`config.mk`:
```
export PLATFORM = sky130hd
export DESIGN_NAME = mem_arbiter
export DESIGN_NICKNAME = d
export VERILOG_FILES = /design/src/rtl/mem_arbiter.sv
export SDC_FILE = /design/constraint.sdc
export NUM_CORES = 1
export LEC_CHECK = 0
export ABC_AREA = 1
export CORE_AREA = 2 2 103 105
export CTS_CLUSTER_SIZE = 14
export DETAILED_ROUTE_END_ITERATION = 10
export DIE_AREA = 0 0 105 107
export PLACE_DENSITY_LB_ADDON = 0.08
export SYNTH_ARGS = -nofsm -noshare
export SYNTH_HDL_FRONTEND = slang
export SYNTH_SLANG_ARGS = --single-unit
export TNS_END_PERCENT = 1
```
`constraint.sdc`:
```
create_clock -name clk -period 5.1 [get_ports clk]
set_clock_uncertainty 0.15 [all_clocks]
set_input_delay 1.02 -clock clk [delete_from_list [all_inputs] [get_ports clk]]
set_output_delay 1.02 -clock clk [all_outputs]
set_load 0.02 [all_outputs]
```
`src/rtl/mem_arbiter.sv`:
```
// ---------------------------------------------------------------------------
// mem_arbiter
//
// Two-master arbiter in front of a single-port synchronous memory.
//   m0 : instruction-fetch master, reads only.
//   m1 : load/store master, reads and writes, may lock the bus for atomics.
//
// m1 wins by default. A starvation counter tracks consecutive m1 grants
// while m0 waits; once it reaches STARVE_LIMIT, m0 is granted instead,
// unless m1 holds the bus lock.
//
// Handshake: a master raises req and holds req/addr/we/wdata/lock stable
// until the cycle in which its gnt is 1. gnt is combinational, and that
// cycle is the transfer cycle. For reads, mX_rvalid/mX_rdata follow exactly
// one cycle later. Writes complete in the grant cycle with no response.
//
// Ports
//   clk, rst                 clock, asynchronous active-high reset
//   m0_req/m0_addr           fetch request
//   m0_gnt/m0_rvalid/m0_rdata fetch grant and read response
//   m1_req/m1_we/m1_addr/m1_wdata/m1_lock  load/store request
//   m1_gnt/m1_rvalid/m1_rdata load/store grant and load response
//   s_en/s_we/s_addr/s_wdata memory command (driven by the granted master)
//   s_rdata                  memory read data, one cycle after a read command
// ---------------------------------------------------------------------------
module mem_arbiter #(
    parameter int AW           = 32,
    parameter int DW           = 32,
    parameter int STARVE_LIMIT = 2
) (
    input  logic          clk,
    input  logic          rst,
    input  logic          m0_req,
    input  logic [AW-1:0] m0_addr,
    output logic          m0_gnt,
    output logic          m0_rvalid,
    output logic [DW-1:0] m0_rdata,
    input  logic          m1_req,
    input  logic          m1_we,
    input  logic [AW-1:0] m1_addr,
    input  logic [DW-1:0] m1_wdata,
    input  logic          m1_lock,
    output logic          m1_gnt,
    output logic          m1_rvalid,
    output logic [DW-1:0] m1_rdata,
    output logic          s_en,
    output logic          s_we,
    output logic [AW-1:0] s_addr,
    output logic [DW-1:0] s_wdata,
    input  logic [DW-1:0] s_rdata
);

    localparam int            CW    = (STARVE_LIMIT > 0) ? $clog2(STARVE_LIMIT + 1) : 1;
    localparam logic [CW-1:0] LIMIT = CW'(STARVE_LIMIT);

    logic [CW-1:0] starve_cnt_q, starve_cnt_d;
    logic          lock_held_q, lock_held_d;
    logic          resp_pending_q, resp_pending_d;
    logic          resp_owner_q, resp_owner_d;   // 0 = m0, 1 = m1
    logic          starved;

    // ------------------------------------------------------------------
    // Grant decision. m0 is blocked outright while the lock register is
    // set; this includes the cycle in which m1_lock drops, because the
    // register only clears at the end of that cycle.
    // ------------------------------------------------------------------
    always_comb begin
        starved = (starve_cnt_q == LIMIT);
        m0_gnt  = 1'b0;
        m1_gnt  = 1'b0;
        if (!rst) begin
            if (m0_req && !lock_held_q && (!m1_req || starved)) begin
                m0_gnt = 1'b1;
            end else if (m1_req) begin
                m1_gnt = 1'b1;
            end
        end
    end

    // ------------------------------------------------------------------
    // Memory command mux: zero when idle so the bus is quiet.
    // ------------------------------------------------------------------
    assign s_en = m0_gnt | m1_gnt;
    assign s_we = m1_gnt & m1_we;

    always_comb begin
        s_addr  = '0;
        s_wdata = '0;
        if (m1_gnt) begin
            s_addr  = m1_addr;
            s_wdata = m1_wdata;
        end else if (m0_gnt) begin
            s_addr  = m0_addr;
        end
    end

    // ------------------------------------------------------------------
    // Next-state logic
    // ------------------------------------------------------------------
    always_comb begin
        // Starvation count is frozen while the lock is held, so an atomic
        // sequence neither earns nor forfeits m0's fairness credit.
        starve_cnt_d = starve_cnt_q;
        if (!lock_held_q) begin
            if (!m0_req || m0_gnt) begin
                starve_cnt_d = '0;
            end else if (m1_gnt && !starved) begin
                starve_cnt_d = starve_cnt_q + CW'(1);
            end
        end

        lock_held_d = lock_held_q;
        if (!m1_lock) begin
            lock_held_d = 1'b0;
        end else if (m1_gnt) begin
            lock_held_d = 1'b1;
        end

        // Only reads produce a response, one cycle after their grant.
        resp_pending_d = m0_gnt | (m1_gnt & ~m1_we);
        resp_owner_d   = resp_owner_q;
        if (s_en) begin
            resp_owner_d = m1_gnt;
        end
    end

    always_ff @(posedge clk or posedge rst) begin
        if (rst) begin
            starve_cnt_q   <= '0;
            lock_held_q    <= 1'b0;
            resp_pending_q <= 1'b0;
            resp_owner_q   <= 1'b0;
        end else begin
            starve_cnt_q   <= starve_cnt_d;
            lock_held_q    <= lock_held_d;
            resp_pending_q <= resp_pending_d;
            resp_owner_q   <= resp_owner_d;
        end
    end

    // ------------------------------------------------------------------
    // Response routing: data reaches only the owner of the pending read.
    // ------------------------------------------------------------------
    assign m0_rvalid = resp_pending_q & ~resp_owner_q;
    assign m1_rvalid = resp_pending_q &  resp_owner_q;
    assign m0_rdata  = m0_rvalid ? s_rdata : '0;
    assign m1_rdata  = m1_rvalid ? s_rdata : '0;

endmodule
```
## Word level (Yosys, flattened, before mapping)

Index checks and enable logic that the tools add are counted.

| storage, ports and cells | value |
|---|---|
| ROM bits | 0 |
| logic and storage cells | 41 |
| register bits | 5 |
| memories kept | 0 |
| output and inout bits | 134 |
| input bits | 134 |
| RAM bits | 0 |
| latch bits | 0 |

| cells by class | value |
|---|---|
| bitwise logic cells | 9 |
| multiplexer cells | 14 |
| add/subtract/negate cells | 1 |
| equality and inequality tests | 2 |
| div/mod/pow operators | 0 |
| $lt $le $gt $ge | 0 |
| shifts and indexed selects | 0 |
| multipliers | 0 |
| reduce and logical (&&, ||, !) cells | 11 |

Operators by type and width:

| kind | number |
|---|---|
| $mux W32 | 5 |
| $mux W1 | 7 |
| $and A1 B1 Y1 | 4 |
| $logic_not A1 Y1 | 4 |
| $mux W2 | 2 |
| $logic_and A1 B1 Y1 | 3 |
| $not A1 Y1 | 3 |
| $add A2 B1 Y2 const B | 1 |
| $eq A2 B2 Y1 const B | 1 |
| $logic_or A1 B1 Y1 | 2 |
| $ne A2 B1 Y1 const B | 1 |
| $or A1 B1 Y1 | 2 |
| $reduce_and A2 Y1 | 1 |
| $reduce_bool A2 Y1 | 1 |

## Longest topological paths before layout

Gate-level depths: netlist of run 1.

| depth | value |
|---|---|
| depth in word-level cells | 8 |
| depth in mapped cells | 10 |
| mapped depth without buffers | 9 |

## Worst setup path after synthesis of run 1

No wires, ideal clock.

| timing path | value |
|---|---|
| path type | input-to-output |
| start point | input port m1_req |
| end point | output port s_wdata[13] |
| arrival | 1780 ps |
| path slack | 2150 ps |
| required time | 3930 ps |
| path buffers | 1 |
| cell stages on the path | 5 |
| cells stage by stage | nand2_1 -> nand2_4 -> nand2_8 -> buf_2 -> nor2_1 |

| between the ends | value |
|---|---|
| cells in the longest elaborated chain, start to end | 6 |
| elaborated cells on any way between the ends | 7 |
| those cells by class | 4 x mux; 3 x reduce/logical |

Ends and longest elaborated chain:

| what | line | text |
|---|---|---|
| start, declared | 38 | `input logic m1_req,` |
| $logic_not A1 Y1 | 72 | `if (m0_req && !lock_held_q && (!m1_req \|\| starved)) begin` |
| $logic_or A1 B1 Y1 | 72 |  |
| $logic_and A1 B1 Y1 | 72 |  |
| $mux W1 * | 72 |  |
| $mux W1 * | 71 | `if (!rst) begin` |
| $mux W32 * | 89 | `if (m1_gnt) begin` |
| end, declared | 49 | `output logic [DW-1:0] s_wdata,` |

Mark *: on every way between the ends. The rest lies on a longest branch, timed or not.

## Final worst setup path of run 1

| timing path | value |
|---|---|
| start point | input port m1_req |
| end point | output port s_addr[2] |

| between the ends | value |
|---|---|
| cells in the longest elaborated chain, start to end | 7 |
| elaborated cells on any way between the ends | 10 |
| those cells by class | 7 x mux; 3 x reduce/logical |

Ends and longest elaborated chain:

| what | line | text |
|---|---|---|
| $logic_not A1 Y1 | 72 |  |
| $logic_or A1 B1 Y1 | 72 |  |
| $logic_and A1 B1 Y1 | 72 |  |
| $mux W1 | 72 |  |
| $mux W1 | 71 |  |
| $mux W32 | 92 | `end else if (m0_gnt) begin` |
| $mux W32 * | 89 |  |
| end, declared | 48 | `output logic [AW-1:0] s_addr,` |

Marked as above.

==> impl_metrics.ini, run 1 <==
[setup_path]
cp.arrival_ns = 2.98
crit_path_top_delay_cell = clkdlybuf4s50_1
crit_chain = clkdlybuf4s50_1, nand2_1, nand2_4, nand2_8, inv_6, nand2_1, nand2_1, clkdlybuf4s50_1
start_kind = input pin
worst-endpoint-required_ns = 3.93
critPathMaxFanout = 37
endpoint_kind = output pin
slowest_delay_ns = 0.63
crit_top_cell = nand2_1
crit_type = in2out

[sta]
finalSetupTns_ns = 0
fin_crit_ns = 4.153
period_share = 0.8143
setup_violations = 0
rsz0062_at_grt = false
worst_pin_slew_ns = 1.131
slew_violations = 0
max_freq_ghz = 0.2408
hold_viol = 0
relSlewSlack = 0.2444

[clocking]
cts_resized = 0
cts_root_buf = clkbuf_8
postCtsSetupRepairBufs = 0
cts.sinks = 5
numCtsBuffers = 3
path_clk_slew_ns = 0.04
cts_buffer_depth = 2
cts_tree = yes
clk-insertion-delay-late_ns = 0.22
holdBufCountCts = 0
htreeDepth = 1

[power_and_ir_drop]
power_per_cell_area_nw_per_um2 = 123.2
ir_drop_mv = 0.07430
p_leak_nw = 2.038
seqPwrFrac = 0.099
pwr-share-comb = 0.762
swShare = 0.4031
p_int_mw = 0.3111
switchingPower_mw = 0.2101
power_frac_clock = 0.138
p_total_mw = 0.5212

[final_layout]
fillCellCount = 1074
final_cell_mix = clkdlybuf4s50_1 (267), nor2_1 (100), nand2_1 (97)
regArea_sq_um = 125.1
multi_input_area_sq_um = 920.9
area_growth_pct = 191.7
final_common_cell = clkdlybuf4s50_1
diodes = 0
drive_gt1_frac = 0.03503
finalNetCount = 707

[synthesis]
synth_cells = 315
yosysSeqAreaShare = 0.08628
yosys_warnings = 0
syn-num-nets = 450
synth_area_sq_um = 1450
synthTopCellsByArea = nor2_1 (26%), nand2_1 (25%), inv_1 (19%), dfrtp_1 (8.6%), buf_6 (4.7%)
yosysTopAreaCellShare = 0.2588
avgSynthCellArea_sq_um = 4.604
yosysTopAreaCell = nor2_1
synth_cell_types = 20
synth-seq-cells = 5

[drt]
firstDrtPassIters = 4
drtIter0Drc = 120
wl_per_cell_microns = 11.52
route.detailed.drc = 0
viasPerCell = 3.636
ant_nets = 0
wl_mm = 8.147
vias = 2571

[global_routing]
grt_pass1_vias = 2440
grt_max_degree = 38
grt_usage = 0.1350
grt_pass1_wl_mm = 12.43
grt-ovfl-total = 0
grt_antenna_before_repair = 0

[floorplanning]
start_util = 0.1437
die_h_microns = 107
ios = 268
fp.dieW_microns = 105
rows = 37
die_area_sq_um = 11240
core_area_sq_um = 10090

[flow_run]
maxCapViolations = 0

[placement]
place.gp.congestion = 0.7762
portBuffers = 267
dp_hpwl_mm = 6.821

[status]
outcome = finished clean

[hold_path]
hold_class = reg2reg
==> final timing paths <==
kind,startpoint,endpoint,slack (ns),cells past startpoint
hold / removal,starve_cnt_q[1]$_DFFE_PP0P_,starve_cnt_q[1]$_DFFE_PP0P_,0.35,2
setup reg to reg,starve_cnt_q[0]$_DFFE_PP0P_,starve_cnt_q[1]$_DFFE_PP0P_,3.58,9
min in group asynchronous,rst,lock_held_q$_DFFE_PP0P_,0.98,2
setup / recovery,m1_req,s_addr[2],0.95,8
max in group asynchronous,rst,resp_pending_q$_DFF_PP0_,3.60,2
hold reg to reg,starve_cnt_q[1]$_DFFE_PP0P_,starve_cnt_q[1]$_DFFE_PP0P_,0.35,2
==> power by group through the flow <==
stage | logic (mW) | clock network [mW] | registers [mW]
floorplan | 0.175 | 0 | 0.0510
global placement | 0.399 | 0 | 0.0520
detailed placement | 0.401 | 0 | 0.0521
CTS | 0.402 | 0.0747 | 0.0517
global route | 0.428 | 0.0774 | 0.0531
finish | 0.397 | 0.0722 | 0.0518
==> metal layers <==
layer / track usage / vias to the layer above / routed length (microns)
met1: 0.1409 / 1040 / 3012
met5: 0 / - / 0
li1: - / 1376 / -
met3: 0.03891 / 14 / 736
met2: 0.2616 / 141 / 4233
met4: 0.03714 / 0 / 165
==> Yosys cell counts <==
library cell	count
a21boi_0	1
buf_2	5
buf_6	6
clkbuf_1	4
dfrtp_1	5
ha_1	1
inv_1	74
inv_2	1
inv_4	1
inv_6	1
nand2_1	97
nand2_2	9
nand2_4	1
nand2_8	1
nand3_1	3
nand3_4	1
nor2_1	100
nor2_4	1
nor2_8	1
o21ai_0	2
==> cell type report <==
type                       instances  area share
timing repair buffer             267      0.6318
multi-input combinational        218      0.2177
inverter                          77     0.07010
tap                              136     0.04022
sequential                         5     0.02958
clock buffer                       4     0.01065
==> flip-flops by register name (all words and copies together), names as in the netlist <==
name / flops
resp_owner_q: 1
resp_pending_q: 1
starve_cnt_q: 2
lock_held_q: 1
==> worst max-delay path: cells and delay by family <==
| kind | cells | cell delay, ns |
|---|---|---|
| simple gates | 5 | 0.55 |
| buf+inv | 3 | 1.39 |
==> through the flow <==
step	area [sq um]	setup slack [ns]	std cells	utilization	hold WS (ns)
detailed placement	4185	0.9026	703	0.4147	0.3344
CTS	4230	0.9018	707	0.4192	0.3451
global placement	4185	0.9239	703	0.4147	0.3280
global route	4230	0.7646	707	0.4192	0.3767
floorplan	1450	2.150	315	-	0.3031
finish	4230	0.9473	707	0.4192	0.3466
==> cells by family after synthesis <==
| group | Yosys count | share of synthesized area |
|---|---|---|
| adders and majority gates | 1 | 0.008627 |
| and+or+nand+nor | 214 | 0.6143 |
| DFF | 5 | 0.08628 |
| AOI/OAI and AO/OA | 3 | 0.01208 |
| buffers and inverters | 92 | 0.2787 |
Power figures use the tool's default switching activity.
==> run 2: changes to the inputs <==
- clock period: 5.1 -> 4.1 ns (I/O delays scaled with it)
==> run 2 against run 1 <==
Net effect: count of clock-buffer cells in the layout is the same; largest power group unchanged; core utilization grew 0.074 points; wire length shrank 1.0%; critical path type unchanged; final area grew 0.18%; largest cell class unchanged.
==> impl_metrics.ini, run 2 (synthesis results as in run 1) <==
[status]
outcome = finished clean

[global_routing]
grt_most_used_layer = met2
grt_pass1_wl_mm = 12.28
grt_pass1_vias = 2391
met1_usage = 0.1439
grt_antenna_before_repair = 0
grt.met2_usage = 0.2514
grt_usage = 0.1338
grt_max_degree = 38
use_met3 = 0.03951
grt-ovfl-total = 0

[clocking]
path_clk_slew_ns = 0.03
cts_resized = 0
holdBufCountCts = 0
cts.sinks = 5
numCtsBuffers = 3
postCtsSetupRepairBufs = 0
clk-insertion-delay-late_ns = 0.22
htreeDepth = 1
cts_buffer_depth = 2
cts_tree = yes
cts_root_buf = clkbuf_8

[setup_path]
critPathMaxFanout = 33
reg2reg_depth = 9
worst-endpoint-required_ns = 3.13
crit_type = in2out
endpoint_kind = output pin
reg2reg_to = starve_cnt_q[1]$_DFFE_PP0P_
start_kind = input pin
startpoint = rst
r2r_start = starve_cnt_q[0]$_DFFE_PP0P_
r2r_slack_ns = 2.58
cp.arrival_ns = 2.80

[floorplanning]
die_area_sq_um = 11240
start_util = 0.1437
ios = 268
rows = 37
die_h_microns = 107
fp.dieW_microns = 105
core_area_sq_um = 10090

[drt]
route.detailed.drc = 0
vias = 2570
viasPerCell = 3.630
ant_nets = 0
wl_mm = 8.065
drtIter0Drc = 121
firstDrtPassIters = 4
wl_per_cell_microns = 11.39

[placement]
placed_cells = 704
post_dp_cell_area_sq_um = 4193
place.gp.congestion = 0.8177
portBuffers = 267
dp_hpwl_mm = 6.802
place_ws_ns = 0.2814

[hold_path]
holdPathEnd = starve_cnt_q[1]$_DFFE_PP0P_
hold_class = reg2reg
min_from = starve_cnt_q[1]$_DFFE_PP0P_
hold_path_depth = 2

[sta]
hold_viol = 0
worst_pin_slew_ns = 1.105
relSlewSlack = 0.2613
max_freq_ghz = 0.2653
slew_violations = 0
fin_crit_ns = 3.770
setup_slack_ns = 0.3301
hold_slack_ns = 0.3451
finalSetupTns_ns = 0
rsz0062_at_grt = false
period_share = 0.9195
setup_violations = 0

[final_layout]
area_growth_pct = 192.2
finalCoreUtilization = 0.4199
fin_area_sq_um = 4238
instances_no_fill = 708
finalNetCount = 708
final_common_cell = clkdlybuf4s50_1
final_cell_mix = clkdlybuf4s50_1 (267), nor2_1 (100), nand2_1 (97)
largest_register_ffs = 2
drive_gt1_frac = 0.03671
diodes = 0
top_register = starve_cnt_q

[flow_run]
maxCapViolations = 0

[power_and_ir_drop]
p_total_mw = 0.6464
power_per_cell_area_nw_per_um2 = 152.5
ir_drop_mv = 0.09222
p_leak_nw = 2.042
-- run 2: changes by cell type in the layout (fill, tap and decap cells not counted) --
cell   delta
buf_4     +1
-- run 2: how the worst max path moves through the flow --
stage,depth (start not counted),slack [ns],to
final,7,0.33,s_addr[5]
after global routing,7,0.19,s_addr[6]
after CTS,7,0.28,s_addr[5]
after detailed placement,7,0.28,s_addr[5]
after global placement,7,0.29,s_addr[5]
after floorplan,5,1.55,s_wdata[13]
-- run 2: layer usage --
metal  up-vias  wire length, microns  share of wire
li1       1377                     -              -
met1      1033                  2978           0.37
met2       146                  4101           0.51
met3        14                   792          0.098
met4         0                   192          0.024
met5         -                     0              0
-- run 2: final cells by class --
class / count / area (sq um)
sequential: 5 / 125.1
tap: 136 / 170.2
timing repair buffer: 268 / 2680
fill: 1057 / 5854
multi-input combinational: 218 / 920.9
inverter: 77 / 296.5
clock buffer: 4 / 45.04
-- run 2: report_power, final --
group | internal (mW) | leakage, nW | switching (mW)
Combinational | 0.263 | 1.96 | 0.230
Sequential | 0.0581 | 0.0633 | 0.00641
Clock | 0.0666 | 0.0228 | 0.0221
-- run 2: worst max-delay path, cell delays in order --
cell and delay (ns):
clkdlybuf4s50_1 0.45, inv_1 0.25, nand3_4 0.15, inv_4 0.28, nand2_1 0.14, nand2_1 0.09
clkdlybuf4s50_1 0.60
==> run 3: changes to the inputs <==
- RECOVER_POWER: unset -> 100
==> run 3 against run 2 <==
Net effect: wire length decreased by 0.57%; sequential power about the same; hold slack unchanged; critical endpoint is now s_addr[4]; critical path type unchanged; via count increased by 0.19%; clock power about the same; register-to-register slack about the same; die area unchanged; flip-flop and latch count unchanged.
==> impl_metrics.ini, run 3 (synthesis results as in run 1) <==
[global_routing]
grt_antenna_before_repair = 0
grt_pass1_vias = 2391
grt-ovfl-total = 0
grt_pass1_wl_mm = 12.28
grt_max_degree = 38
grt_usage = 0.1338

[drt]
ant_nets = 0
viasPerCell = 3.637
vias = 2575
wl_mm = 8.019
firstDrtPassIters = 4
route.detailed.drc = 0
drtIter0Drc = 116
wl_per_cell_microns = 11.33

[sta]
max_freq_ghz = 0.2579
period_share = 0.9456
rsz0062_at_grt = false
slew_violations = 0
worst_pin_slew_ns = 1.112
finalSetupTns_ns = 0
hold_viol = 0
relSlewSlack = 0.2570
fin_crit_ns = 3.877
setup_violations = 0
hold_slack_ns = 0.3451

[final_layout]
drive_gt1_frac = 0.03671
area_growth_pct = 192.2
final_common_cell = clkdlybuf4s50_1
fillCellCount = 1057
finalNetCount = 708
instances_no_fill = 708
regArea_sq_um = 125.1
largest_register_ffs = 2
finalCoreUtilization = 0.4199
multi_input_area_sq_um = 920.9
diodes = 0
final_cell_mix = clkdlybuf4s50_1 (156), dlygate4sd3_1 (111), nor2_1 (100)
top_register = starve_cnt_q

[floorplanning]
core_area_sq_um = 10090
start_util = 0.1437
die_area_sq_um = 11240
rows = 37
fp.dieW_microns = 105
ios = 268
die_h_microns = 107

[hold_path]
hold_class = reg2reg

[clocking]
cts_root_buf = clkbuf_8
cts_tree = yes
clk-insertion-delay-late_ns = 0.22
cts_resized = 0
numCtsBuffers = 3
htreeDepth = 1
postCtsSetupRepairBufs = 0
holdBufCountCts = 0
cts.sinks = 5
path_clk_slew_ns = 0.03
cts_buffer_depth = 2

[setup_path]
crit_type = in2out
endpoint_kind = output pin
worst-endpoint-required_ns = 3.13
cp.arrival_ns = 2.91
critPathMaxFanout = 37
start_kind = input pin

[placement]
portBuffers = 267
dp_hpwl_mm = 6.802
placed_cells = 704
place.gp.congestion = 0.8177

[status]
outcome = finished clean

[flow_run]
maxCapViolations = 0

[power_and_ir_drop]
power_per_cell_area_nw_per_um2 = 147.3
ir_drop_mv = 0.09056
p_leak_nw = 2.382
[run 3: cell types whose count changed in the layout (fill, tap and decap cells not counted)]
cell	before	now
clkdlybuf4s50_1	267	156
dlygate4sd3_1	0	111
[run 3: per-stage QoR]
step	area, sq um	setup slack (ns)	power [mW]
floorplan	1450	1.550	0.2813
CTS	4238	0.2804	0.6567
detailed placement	4193	0.2814	0.5630
global placement	4193	0.2894	0.5611
global route	4238	0.09362	0.6716
finish	4238	0.2229	0.6243
[run 3: critical path, cell delays in order]
cell           delay [ns]
dlygate4sd3_1        0.59
inv_2                0.12
nor2_8               0.04
nand2_4              0.08
nand2_8              0.15
inv_6                0.27
nand2_1              0.09
nand2_1              0.06
dlygate4sd3_1        0.66
[run 3: cell type report]
cell class / instances / share of cell area
clock buffer: 4 / 0.01063
timing repair buffer: 268 / 0.6324
multi-input combinational: 218 / 0.2173
sequential: 5 / 0.02952
inverter: 77 / 0.06997
tap: 136 / 0.04015
[run 3: power by group]
group / leakage [nW] / total [mW] / internal (mW) / switching [mW]
sequential: 0.0633 / 0.0645 / 0.0581 / 0.00641
combinational: 2.30 / 0.471 / 0.243 / 0.228
clock: 0.0228 / 0.0887 / 0.0666 / 0.0221
total: 2.38 / 0.624 / 0.368 / 0.256
[run 3: metal layers]
metal	routed length [microns]	up-vias	track usage
met4	192	0	0.04095
li1	-	1377	-
met2	4104	143	0.2514
met3	770	14	0.03951
met1	2952	1041	0.1439
met5	0	-	0
[run 3: final timing paths]
kind                                              from                          end  slack [ns]  depth (start not counted)
setup reg to reg           starve_cnt_q[0]$_DFFE_PP0P_  starve_cnt_q[1]$_DFFE_PP0P_        2.58                          9
min in group asynchronous                          rst      lock_held_q$_DFFE_PP0P_        0.78                          2
hold / removal             starve_cnt_q[1]$_DFFE_PP0P_  starve_cnt_q[1]$_DFFE_PP0P_        0.35                          2
setup / recovery                                m0_req                    s_addr[4]        0.22                          9
max in group asynchronous                          rst  starve_cnt_q[0]$_DFFE_PP0P_        2.80                          2
hold reg to reg            starve_cnt_q[1]$_DFFE_PP0P_  starve_cnt_q[1]$_DFFE_PP0P_        0.35                          2
